===== src/rtl/mcpu_pkg.sv =====
// mcpu_pkg: shared definitions for the MultiCycleCPU control unit.
//   - opcode constants (IR[31:26])
//   - FSM state encodings
//   - ALUOp / PCSrc / RegDst encodings
//   - the control word produced by mcpu_decode
//   - small opcode classification helpers used by decode and next-state logic
package mcpu_pkg;

  localparam logic [5:0] OP_ADD   = 6'b000000;
  localparam logic [5:0] OP_SUB   = 6'b000001;
  localparam logic [5:0] OP_ADDIU = 6'b000010;
  localparam logic [5:0] OP_AND   = 6'b010000;
  localparam logic [5:0] OP_ANDI  = 6'b010001;
  localparam logic [5:0] OP_ORI   = 6'b010010;
  localparam logic [5:0] OP_SLL   = 6'b011000;
  localparam logic [5:0] OP_SLT   = 6'b100110;
  localparam logic [5:0] OP_SLTI  = 6'b100111;
  localparam logic [5:0] OP_SW    = 6'b110000;
  localparam logic [5:0] OP_LW    = 6'b110001;
  localparam logic [5:0] OP_BEQ   = 6'b110100;
  localparam logic [5:0] OP_BNE   = 6'b110101;
  localparam logic [5:0] OP_BLTZ  = 6'b110110;
  localparam logic [5:0] OP_J     = 6'b111000;
  localparam logic [5:0] OP_JR    = 6'b111001;
  localparam logic [5:0] OP_JAL   = 6'b111010;
  localparam logic [5:0] OP_HALT  = 6'b111111;

  typedef enum logic [2:0] {
    S_IF    = 3'b000,
    S_ID    = 3'b001,
    S_EXE_M = 3'b010,
    S_MEM   = 3'b011,
    S_WB_M  = 3'b100,
    S_EXE_B = 3'b101,
    S_EXE_R = 3'b110,
    S_WB_R  = 3'b111
  } state_t;

  typedef enum logic [2:0] {
    ALU_ADD = 3'b000,
    ALU_SUB = 3'b001,
    ALU_SLL = 3'b010,
    ALU_OR  = 3'b011,
    ALU_AND = 3'b100,
    ALU_SLT = 3'b110
  } aluop_t;

  typedef enum logic [1:0] {
    PC_NEXT   = 2'b00,
    PC_BRANCH = 2'b01,
    PC_RS     = 2'b10,
    PC_JUMP   = 2'b11
  } pcsrc_t;

  typedef enum logic [1:0] {
    RD_RA = 2'b00,
    RD_RT = 2'b01,
    RD_RD = 2'b10
  } regdst_t;

  typedef struct packed {
    logic    pcwre;
    logic    irwre;
    logic    insmemrw;
    logic    regwre;
    logic    alusrca;
    logic    alusrcb;
    logic    dbdatasrc;
    logic    wrregdsrc;
    logic    mrd;
    logic    mwr;
    logic    extsel;
    regdst_t regdst;
    pcsrc_t  pcsrc;
    aluop_t  aluop;
  } ctrl_t;

  // Opcodes outside this list behave exactly like halt.
  function automatic logic op_defined(input logic [5:0] op);
    case (op)
      OP_ADD, OP_SUB, OP_ADDIU, OP_AND, OP_ANDI, OP_ORI, OP_SLL, OP_SLT,
      OP_SLTI, OP_SW, OP_LW, OP_BEQ, OP_BNE, OP_BLTZ, OP_J, OP_JR, OP_JAL,
      OP_HALT: op_defined = 1'b1;
      default: op_defined = 1'b0;
    endcase
  endfunction

  function automatic logic op_jump(input logic [5:0] op);
    op_jump = (op == OP_J) || (op == OP_JR) || (op == OP_JAL);
  endfunction

  function automatic logic op_branch(input logic [5:0] op);
    op_branch = (op == OP_BEQ) || (op == OP_BNE) || (op == OP_BLTZ);
  endfunction

  function automatic logic op_mem(input logic [5:0] op);
    op_mem = (op == OP_LW) || (op == OP_SW);
  endfunction

  function automatic logic op_imm(input logic [5:0] op);
    op_imm = (op == OP_ADDIU) || (op == OP_ANDI) || (op == OP_ORI) ||
             (op == OP_SLTI);
  endfunction

endpackage


===== src/rtl/mcpu_decode.sv =====
// mcpu_decode: combinational control-word decode for the multicycle CPU.
// Ports:
//   state  - current FSM state
//   opcode - IR[31:26]
//   zero   - ALU result == 0 (branch condition)
//   sign   - ALU result[31]  (bltz condition)
//   ctrl   - full control word for the datapath in this cycle
module mcpu_decode
  import mcpu_pkg::*;
(
  input  state_t     state,
  input  logic [5:0] opcode,
  input  logic       zero,
  input  logic       sign,
  output ctrl_t      ctrl
);

  always_comb begin
    ctrl          = '0;
    ctrl.insmemrw = 1'b1;
    ctrl.regdst   = RD_RA;
    ctrl.pcsrc    = PC_NEXT;
    ctrl.aluop    = ALU_ADD;

    // In IF the IR still holds the previous instruction, so the ALU-side
    // selects are left at their defaults there; from ID onward they follow
    // the opcode, which keeps ALUOp stable through EXE and MEM/WB.
    if (state != S_IF) begin
      ctrl.alusrca = (opcode == OP_SLL);
      ctrl.alusrcb = op_imm(opcode) || op_mem(opcode);
      ctrl.extsel  = !((opcode == OP_ANDI) || (opcode == OP_ORI));
      case (opcode)
        OP_SUB, OP_BEQ, OP_BNE, OP_BLTZ: ctrl.aluop = ALU_SUB;
        OP_ORI:                          ctrl.aluop = ALU_OR;
        OP_AND, OP_ANDI:                 ctrl.aluop = ALU_AND;
        OP_SLT, OP_SLTI:                 ctrl.aluop = ALU_SLT;
        OP_SLL:                          ctrl.aluop = ALU_SLL;
        default:                         ctrl.aluop = ALU_ADD;
      endcase
    end

    case (state)
      S_IF: begin
        ctrl.irwre = 1'b1;
      end
      S_ID: begin
        // Jumps complete in ID; jal links PC+4 into $31 in the same cycle.
        if (op_jump(opcode)) begin
          ctrl.pcwre = 1'b1;
          ctrl.pcsrc = (opcode == OP_JR) ? PC_RS : PC_JUMP;
          if (opcode == OP_JAL) begin
            ctrl.regwre    = 1'b1;
            ctrl.regdst    = RD_RA;
            ctrl.wrregdsrc = 1'b0;
          end
        end
      end
      S_EXE_B: begin
        ctrl.pcwre = 1'b1;
        case (opcode)
          OP_BEQ:  ctrl.pcsrc = zero ? PC_BRANCH : PC_NEXT;
          OP_BNE:  ctrl.pcsrc = zero ? PC_NEXT : PC_BRANCH;
          OP_BLTZ: ctrl.pcsrc = sign ? PC_BRANCH : PC_NEXT;
          default: ctrl.pcsrc = PC_NEXT;
        endcase
      end
      S_MEM: begin
        if (opcode == OP_LW) begin
          ctrl.mrd       = 1'b1;
          ctrl.dbdatasrc = 1'b1;
        end else begin
          ctrl.mwr   = 1'b1;
          ctrl.pcwre = 1'b1;
        end
      end
      S_WB_R: begin
        ctrl.pcwre     = 1'b1;
        ctrl.regwre    = 1'b1;
        ctrl.wrregdsrc = 1'b1;
        ctrl.regdst    = op_imm(opcode) ? RD_RT : RD_RD;
      end
      S_WB_M: begin
        ctrl.pcwre     = 1'b1;
        ctrl.regwre    = 1'b1;
        ctrl.wrregdsrc = 1'b1;
        ctrl.dbdatasrc = 1'b1;
        ctrl.regdst    = RD_RT;
      end
      default: begin
      end
    endcase
  end

endmodule


===== src/rtl/multicycle_control_unit.sv =====
// multicycle_control_unit: control FSM sequencing the MultiCycleCPU datapath
// through IF / ID / EXE / MEM / WB.
// Ports:
//   CLK, Reset          - clock, synchronous active-high reset
//   opcode, zero, sign  - IR[31:26] and ALU flags
//   state               - current FSM state (trace)
//   PCWre .. ALUOp      - datapath enables and mux selects (combinational)
// The state register and next-state logic live here; the control word comes
// from mcpu_decode. Architectural write enables are masked while Reset is
// high so a reset landing mid-instruction commits nothing.
module multicycle_control_unit
  import mcpu_pkg::*;
#(
  parameter int OPW = 6,
  parameter int STW = 3
) (
  input  logic           CLK,
  input  logic           Reset,
  input  logic [OPW-1:0] opcode,
  input  logic           zero,
  input  logic           sign,
  output logic [STW-1:0] state,
  output logic           PCWre,
  output logic           IRWre,
  output logic           InsMemRW,
  output logic           RegWre,
  output logic           ALUSrcA,
  output logic           ALUSrcB,
  output logic           DBDataSrc,
  output logic           WrRegDSrc,
  output logic           mRD,
  output logic           mWR,
  output logic           ExtSel,
  output logic [1:0]     RegDst,
  output logic [1:0]     PCSrc,
  output logic [2:0]     ALUOp
);

  state_t state_q;
  state_t state_n;
  ctrl_t  ctrl;

  always_ff @(posedge CLK) begin
    if (Reset) state_q <= S_IF;
    else       state_q <= state_n;
  end

  always_comb begin
    state_n = S_IF;
    case (state_q)
      S_IF:    state_n = S_ID;
      S_ID: begin
        // halt and undefined opcodes park in ID until Reset.
        if (op_jump(opcode))                              state_n = S_IF;
        else if (!op_defined(opcode) || opcode == OP_HALT) state_n = S_ID;
        else if (op_branch(opcode))                       state_n = S_EXE_B;
        else if (op_mem(opcode))                          state_n = S_EXE_M;
        else                                              state_n = S_EXE_R;
      end
      S_EXE_R: state_n = S_WB_R;
      S_WB_R:  state_n = S_IF;
      S_EXE_B: state_n = S_IF;
      S_EXE_M: state_n = S_MEM;
      S_MEM:   state_n = (opcode == OP_LW) ? S_WB_M : S_IF;
      S_WB_M:  state_n = S_IF;
      default: state_n = S_IF;
    endcase
  end

  mcpu_decode u_decode (
    .state  (state_q),
    .opcode (opcode),
    .zero   (zero),
    .sign   (sign),
    .ctrl   (ctrl)
  );

  assign state     = state_q;
  assign PCWre     = ctrl.pcwre  & ~Reset;
  assign RegWre    = ctrl.regwre & ~Reset;
  assign mWR       = ctrl.mwr    & ~Reset;
  assign IRWre     = ctrl.irwre;
  assign InsMemRW  = ctrl.insmemrw;
  assign ALUSrcA   = ctrl.alusrca;
  assign ALUSrcB   = ctrl.alusrcb;
  assign DBDataSrc = ctrl.dbdatasrc;
  assign WrRegDSrc = ctrl.wrregdsrc;
  assign mRD       = ctrl.mrd;
  assign ExtSel    = ctrl.extsel;
  assign RegDst    = ctrl.regdst;
  assign PCSrc     = ctrl.pcsrc;
  assign ALUOp     = ctrl.aluop;

endmodule


===== config.mk =====
export PLATFORM = sky130hd
export DESIGN_NAME = multicycle_control_unit
export DESIGN_NICKNAME = d
export VERILOG_FILES = /design/src/rtl/mcpu_pkg.sv /design/src/rtl/mcpu_decode.sv /design/src/rtl/multicycle_control_unit.sv
export SDC_FILE = /design/constraint.sdc
export NUM_CORES = 1
export LEC_CHECK = 0
export CORE_MARGIN = 5
export CORE_UTILIZATION = 41
export CTS_CLUSTER_SIZE = 40
export DETAILED_ROUTE_END_ITERATION = 7
export HOLD_SLACK_MARGIN = 0.1
export PLACE_DENSITY = 0.85
export SYNTH_ARGS = -nofsm -noshare
export SYNTH_HDL_FRONTEND = slang
export SYNTH_SLANG_ARGS = --single-unit

===== constraint.sdc =====
create_clock -name CLK -period 1.9 [get_ports CLK]
set_clock_uncertainty 0.1 [all_clocks]
set_input_delay 0.38 -clock CLK [delete_from_list [all_inputs] [get_ports CLK]]
set_output_delay 0.38 -clock CLK [all_outputs]
set_load 0.02 [all_outputs]

==> qor.csv, run 1 <==
stage;metric;value;unit
die;initial_core_util;44.22;%
logic_synthesis;synthesis.nets;112;
logic_synthesis;yosys_most_used_dff;dfxtp_1;
logic_synthesis;yosys-top-cells-area;dfxtp_1 8.7%, nand2_1 5.4%, nor2_1 5.4%, a21oi_1 4.4%, a31oi_1 3.6%;
logic_synthesis;synthesis.area;689.4;um2
placement;io_buffers;29;
logic_synthesis;yosysTopAreaCell;dfxtp_1;
logic_synthesis;yosysUniqueCellTypes;46;
timing;worst_endpoint_kind;output port;
logic_synthesis;seq_area_frac_synth;8.711;%
timing;worst_endpoint;RegWre;
clock_network;numCtsBuffers;3;
placement;hpwl;2219;um
logic_synthesis;postSynthCellCount;102;
logic_synthesis;netlist_top_cells_count;10 x nand2_1, 10 x nor2_1, 6 x a21oi_1;
clock_network;ctsHoldBuffers;0;
placement;placed_cell_area;1286;um2
placement;place_worst_setup_slack;-1.052;ns
logic_synthesis;syn_avg_cell_area;6.759;um2
die;die_w;51.01;um
die;rows;14;
placement;routabilityCongestion;0.9633;
clock_network;clkSinkCount;3;
die;die_h;51.01;um
clock_network;cts.path.max_buffers;2;
logic_synthesis;synth_top_cell_area_share;8.711;%
clock_network;cts-root-buf;clkbuf_4;
outcome;first-error;[ERROR DPL-0038] Utilization greater than 100%, impossible to legalize;
logic_synthesis;yosysWarnings;0;
global_routing;grt_max_degree;10;
outcome;failed_stage;global routing (5_1_grt);
outcome;status;did not finish;
clock_network;htree_levels;1;
die;io_pins;31;
logic_synthesis;synthArstFlopShare;0;%
logic_synthesis;synth_edf_count;0;
logic_synthesis;ys_ff_latch;3;
-- metrics by stage --
step	hold slack [ns]	setup TNS [ns]	cells	utilization (%)
2_1_floorplan	0.3587	-0.1635	102	-
3_3_place_gp	0.5835	-14.49	171	82.50
3_5_place_dp	0.6117	-15.20	171	82.50
4_1_cts	0.5918	-0.7815	186	95.35
-- kinds of logic after synthesis --
kind of cell	Yosys count	share of synthesized area [%]
DFF	3	8.712
muxes	2	3.085
buffers and inverters	16	11.61
xor gates and xnor gates	2	2.541
and+or+nand+nor	48	40.65
AOI/OAI and AO/OA	30	32.85
other	1	0.5439
-- timing repair --
action / 4_1_cts
pin swaps: 19
gates resized for setup: 140
buffers inserted: 10
setup endpoints to repair: 22
hold endpoints to repair: 0
gates cloned: 1
==> run 2, diff against run 1 <==
- CORE_AREA: default -> 5 5 66 68
- CORE_MARGIN: 5 -> default
- CORE_UTILIZATION: 41 -> default
- CTS_CLUSTER_SIZE: 40 -> default
- DIE_AREA: default -> 0 0 71 73
- HOLD_SLACK_MARGIN: 0.1 -> default
- PLACE_DENSITY: 0.85 -> default
- PLACE_DENSITY_LB_ADDON: default -> 0.15
==> qor.csv, run 2 <==
stage;metric;value;unit
power_and_ir_drop;power_density;341.1;nW/um2
route;via_per_inst;4.811;
die;io_pins;31;
logic_synthesis;netlist_top_cells_count;10 x nand2_1, 10 x nor2_1, 6 x a21oi_1;
worst_setup_path;worst-path-max-fanout;7;
clock_network;htree_levels;1;
die;coreArea;3799;um2
layout;layout-drive-gt1-share;69.66;%
logic_synthesis;synth_top_cell_area_share;8.711;%
clock_network;clk_latency;0.22;ns
power_and_ir_drop;p_switching;0.2156;mW
timing;fmax;488.0;MHz
logic_synthesis;synthesis.nets;112;
logic_synthesis;yosysUniqueCellTypes;46;
placement;placed_cell_area;1351;um2
route;vias;1097;
power_and_ir_drop;switching_share;36.55;%
die;fp.dieArea;5183;um2
timing;min_period;2.049;ns
route;drc;0;
outcome;status;complete, but fails checks;
logic_synthesis;ys_ff_latch;3;
global_routing;grt_max_degree;12;
placement;place_worst_setup_slack;-1.175;ns
power_and_ir_drop;seqPwrFrac;12.6;%
clock_network;clkSinkCount;3;
global_routing;overflow;0;
timing;finalCritPeriodShare;107.9;%
route;wl_per_cell;14.60;um
timing;rsz0062_at_grt;yes;
worst_setup_path;start_kind;input pin;
logic_synthesis;synth_edf_count;0;
clock_network;tritoncts;built;
die;die_w;71;um
placement;routabilityCongestion;0.8185;
timing;setup-violations-final;7;
clock_network;cts.path.max_buffers;2;
worst_setup_path;reg2regPathDepth;5;
job;cap_violations;0;
placement;hpwl;2234;um
global_routing;grt_pass1_vias;1100;
layout;utilization;45.52;%
worst_setup_path;cp-end-kind;output port;
layout;filler_cell_count;405;
layout;most-common-layout-cells;53 x buf_4, 15 x buf_6, 7 x nand2_1, 7 x nor2_1;
layout;final_common_cell;buf_4;
power_and_ir_drop;leakagePower;0.7268;nW
logic_synthesis;synthArstFlopShare;0;%
layout;antenna_cells;0;
worst_setup_path;crit_type;input pin to output port;
timing;hold_slack;0.4804;ns
worst_setup_path;arrival;1.57;ns
global_routing;gr-usage-all-layers;12.26;%
placement;io_buffers;29;
power_and_ir_drop;peakVddDrop;0.1779;mV
route;first_pass_iters;4;
route;routed_wl;3328;um
logic_synthesis;yosysTopAreaCell;dfxtp_1;
logic_synthesis;yosys_most_used_dff;dfxtp_1;
worst_setup_path;worstPathRequired;1.42;ns
clock_network;cts-root-buf;clkbuf_8;
layout;nets;189;
clock_network;clk_pin_slew;0.03;ns
timing;setup_ws;-0.1493;ns
outcome;violations;negative setup slack;
timing;slew_viol_final;0;
logic_synthesis;yosysWarnings;0;
layout;postLayoutCellArea;1729;um2
route;ant_nets;0;
hold_path;hold_class;register to register;
power_and_ir_drop;p_comb_share;54.1;%
logic_synthesis;synthesis.area;689.4;um2
layout;largest_reg_flops;3;
route;drt_iter0_drc;49;
clock_network;numCtsBuffers;3;
hold_path;min_delay_path_depth;1;
layout;area.growth.synth_to_final;150.8;%
power_and_ir_drop;power.internal;0.3743;mW
die;rows;23;
logic_synthesis;yosys-top-cells-area;dfxtp_1 8.7%, nand2_1 5.4%, nor2_1 5.4%, a21oi_1 4.4%, a31oi_1 3.6%;
die;initial_core_util;18.15;%
logic_synthesis;postSynthCellCount;102;
global_routing;antenna_found_initial;0;
global_routing;grt_pass1_wl;5092;um
logic_synthesis;syn_avg_cell_area;6.759;um2
power_and_ir_drop;clkPwrFrac;33.3;%
die;die_h;73;um
logic_synthesis;seq_area_frac_synth;8.711;%
timing;finalHoldViolCount;0;
[run 2: cell counts after synthesis]
No cell type changed its count.
[run 2: critical path, stage by stage]
cell	delay [ns]
buf_8	0.10
buf_8	0.12
nor4b_4	0.33
o21ai_2	0.12
a211oi_2	0.24
o21a_1	0.15
buf_6	0.12
[run 2: path summary, 6_finish.rpt]
path,from,end,slack (ns)
worst max-delay path,opcode[1],RegDst[0],-0.15
worst min-delay path,state[2]$_SDFF_PP0_,state[0]$_SDFF_PP0_,0.48
worst max register to register,state[1]$_SDFF_PP0_,state[1]$_SDFF_PP0_,0.53
worst min register to register,state[2]$_SDFF_PP0_,state[0]$_SDFF_PP0_,0.48
[run 2: metrics by stage]
stage / setup TNS [ns] / total power [mW] / instances
floorplan: -0.1635 / 0.2016 / 102
CTS: -1.648 / 0.5460 / 220
global placement: -15.90 / 0.3250 / 208
detailed placement: -15.73 / 0.3259 / 208
global route: -1.227 / 0.6213 / 228
finish: -0.7020 / 0.5899 / 228
[run 2: routing by layer]
metal / track usage (%) / up-vias / routed length, um / part of all wire [%]
met5: 0 / - / 0 / 0
met4: 4.384 / 0 / 35 / 1.1
met3: 2.066 / 4 / 138 / 4.1
met2: 22.66 / 33 / 1804 / 54
met1: 14.13 / 523 / 1349 / 41
li1: - / 537 / - / -
[run 2: logic make-up (layout without fill, tap and decap cells)]
group	after synthesis	count (layout)	share of synthesized area [%]
XOR/XNOR	2	2	2.541
AO/OA/AOI/OAI	30	30	32.85
buffers and inverters	16	92	11.61
other	1	1	0.5439
AND/OR/NAND/NOR	48	48	40.65
flip-flops	3	3	8.712
multiplexers	2	2	3.085
[run 2: area by class of cell]
cell class                 count  area (um2)  area share [%]
sequential                     3       66.31           3.835
clock buffer                   4       45.04           2.605
inverter                       4       15.01          0.8683
tap                           50       62.56           3.618
multi-input combinational     83       799.5           46.24
timing repair buffer          84       740.7           42.84
[run 2: power by group through the flow]
stage | clock [mW] | sequential (mW) | combinational (mW)
floorplan | 0 | 0.0742 | 0.127
detailed placement | 0 | 0.0741 | 0.252
finish | 0.197 | 0.0743 | 0.319
CTS | 0.200 | 0.0748 | 0.271
global placement | 0 | 0.0741 | 0.251
global route | 0.205 | 0.0747 | 0.342
[run 2: repair_timing]
| action | 4_1_cts | 5_1_grt |
|---|---|---|
| setup endpoints to repair | 21 | 17 |
| buffers inserted | 8 | 10 |
| endpoints found under the hold margin | 0 | 0 |
| hold buffers | 0 | 0 |
| resized for setup | 133 | 40 |
| pin swaps | 16 | 19 |
| cloned | 0 | 0 |
No activity file was read; power rests on OpenSTA's default activity.
==> run 3, diff against run 2 <==
- SKIP_LAST_GASP: default -> 1
==> qor.csv, run 3 (synthesis gave the netlist of run 2 again) <==
stage;metric;value;unit
clock_network;cts-root-buf;clkbuf_8;
die;die_w;71;um
power_and_ir_drop;seqPwrFrac;12.6;%
route;via_per_inst;4.886;
power_and_ir_drop;power.internal;0.3734;mW
power_and_ir_drop;peakVddDrop;0.1773;mV
layout;utilization;44.76;%
placement;io_buffers;29;
power_and_ir_drop;power.total;0.5881;mW
layout;final_common_cell;buf_4;
job;cap_violations;0;
placement;routabilityCongestion;0.8185;
die;coreArea;3799;um2
power_and_ir_drop;clkPwrFrac;33.6;%
worst_setup_path;start_kind;input pin;
clock_network;clk_latency;0.23;ns
route;wl_per_cell;14.65;um
timing;setup_ws;-0.1602;ns
route;drc;0;
global_routing;met2_usage;22.66;%
global_routing;overflow;0;
worst_setup_path;arrival;1.58;ns
worst_setup_path;worstPathRequired;1.42;ns
global_routing;busiest_layer;met2;
layout;most-common-layout-cells;55 x buf_4, 14 x buf_6, 7 x nand2_1, 7 x nor2_1;
die;die_h;73;um
timing;slew_viol_final;0;
global_routing;antenna_found_initial;0;
timing;setup_tns;-0.7134;ns
layout;layout-drive-gt1-share;69.66;%
power_and_ir_drop;switching_share;36.52;%
timing;setup-violations-final;9;
global_routing;use_met1;14.13;%
layout;nets;189;
outcome;status;complete, but fails checks;
die;initial_core_util;18.15;%
layout;area.growth.synth_to_final;146.6;%
worst_setup_path;cp-end-kind;output port;
layout;antenna_cells;0;
route;ant_nets;0;
clock_network;htree_levels;1;
die;rows;23;
route;vias;1114;
route;first_pass_iters;4;
global_routing;grt_pass1_wl;5092;um
power_and_ir_drop;power_density;345.9;nW/um2
power_and_ir_drop;leakagePower;0.7191;nW
clock_network;tritoncts;built;
global_routing;gr-usage-all-layers;12.26;%
route;routed_wl;3340;um
die;io_pins;31;
worst_setup_path;worst-path-max-fanout;6;
global_routing;grt_pass1_vias;1100;
global_routing;met3_usage;2.066;%
die;fp.dieArea;5183;um2
route;drt_iter0_drc;44;
global_routing;grt_max_degree;12;
clock_network;clkSinkCount;3;
placement;hpwl;2234;um
hold_path;hold_class;register to register;
timing;min_period;2.060;ns
clock_network;numCtsBuffers;3;
worst_setup_path;crit_type;input pin to output port;
power_and_ir_drop;p_switching;0.2148;mW
timing;rsz0062_at_grt;yes;
timing;finalCritPeriodShare;108.4;%
timing;finalHoldViolCount;0;
layout;largest_reg_flops;3;
timing;fmax;485.4;MHz
clock_network;cts.path.max_buffers;2;
outcome;violations;negative setup slack;
clock_network;clk_pin_slew;0.03;ns
power_and_ir_drop;p_comb_share;53.7;%
-- run 3: changes by cell type in the layout (fill, tap and decap cells not counted) --
cell and change:
a21oi_2 +1, a21oi_4 -1, buf_4 +2, buf_6 -1
buf_8 -1, clkdlybuf4s50_1 +1, dlygate4sd2_1 -1, o41ai_2 +1
o41ai_4 -1
-- run 3: layer usage --
metal	share of wire (%)	wire, um
met1	42	1410
met2	53	1764
met3	4.0	132
met4	0.96	32
met5	0	0
-- run 3: through the flow --
| stage | instances | area, um2 | setup slack [ns] | hold WS, ns |
|---|---|---|---|---|
| global placement | 208 | 1351 | -1.176 | 0.5951 |
| CTS | 220 | 1535 | -0.3180 | 0.5277 |
| detailed placement | 208 | 1351 | -1.175 | 0.6084 |
| floorplan | 102 | 773.2 | -0.1391 | 0.3587 |
| finish | 228 | 1700 | -0.1602 | 0.4673 |
| global route | 228 | 1700 | -0.1983 | 0.4961 |
-- run 3: timing repair --
action	CTS	global route
gates cloned	0	0
setup endpoints to repair	21	18
resized for setup	132	35
hold buffers	0	0
setup buffers	8	10
pin swaps	16	19
-- run 3: worst max-delay path: stages --
cell and delay (ns):
buf_6 0.12, buf_6 0.13, nor4b_4 0.32, o21ai_2 0.12, a211oi_2 0.24, o21a_1 0.15
buf_6 0.12
-- run 3: final timing paths --
kind | from | end | slack (ns) | depth (start not counted)
max | opcode[5] | RegDst[0] | -0.16 | 7
min | state[2]$_SDFF_PP0_ | state[0]$_SDFF_PP0_ | 0.47 | 1
max reg2reg | state[1]$_SDFF_PP0_ | state[1]$_SDFF_PP0_ | 0.54 | 5
min reg2reg | state[2]$_SDFF_PP0_ | state[0]$_SDFF_PP0_ | 0.47 | 1
-- run 3: power by group through the flow --
| stage | clock network (mW) | logic, mW | registers (mW) |
|---|---|---|---|
| after floorplan | 0 | 0.127 | 0.0742 |
| after global placement | 0 | 0.251 | 0.0741 |
| after detailed placement | 0 | 0.252 | 0.0741 |
| after CTS | 0.200 | 0.272 | 0.0748 |
| after global routing | 0.205 | 0.339 | 0.0745 |
| final | 0.198 | 0.316 | 0.0742 |
-- run 3: cell type report --
| class | instances | area (um2) |
|---|---|---|
| Clock buffer | 4 | 45.04 |
| Fill cell | 408 | 2098 |
| Inverter | 4 | 15.01 |
| Multi-Input combinational cell | 83 | 780.7 |
| Sequential cell | 3 | 66.31 |
| Tap cell | 50 | 62.56 |
| Timing Repair Buffer | 84 | 730.7 |
==> run 4, diff against run 3 <==
- HOLD_SLACK_MARGIN: default -> 0.02
==> results of run 4 <==
Same layout as run 3: the final DEF is identical, and so are final timing and power.
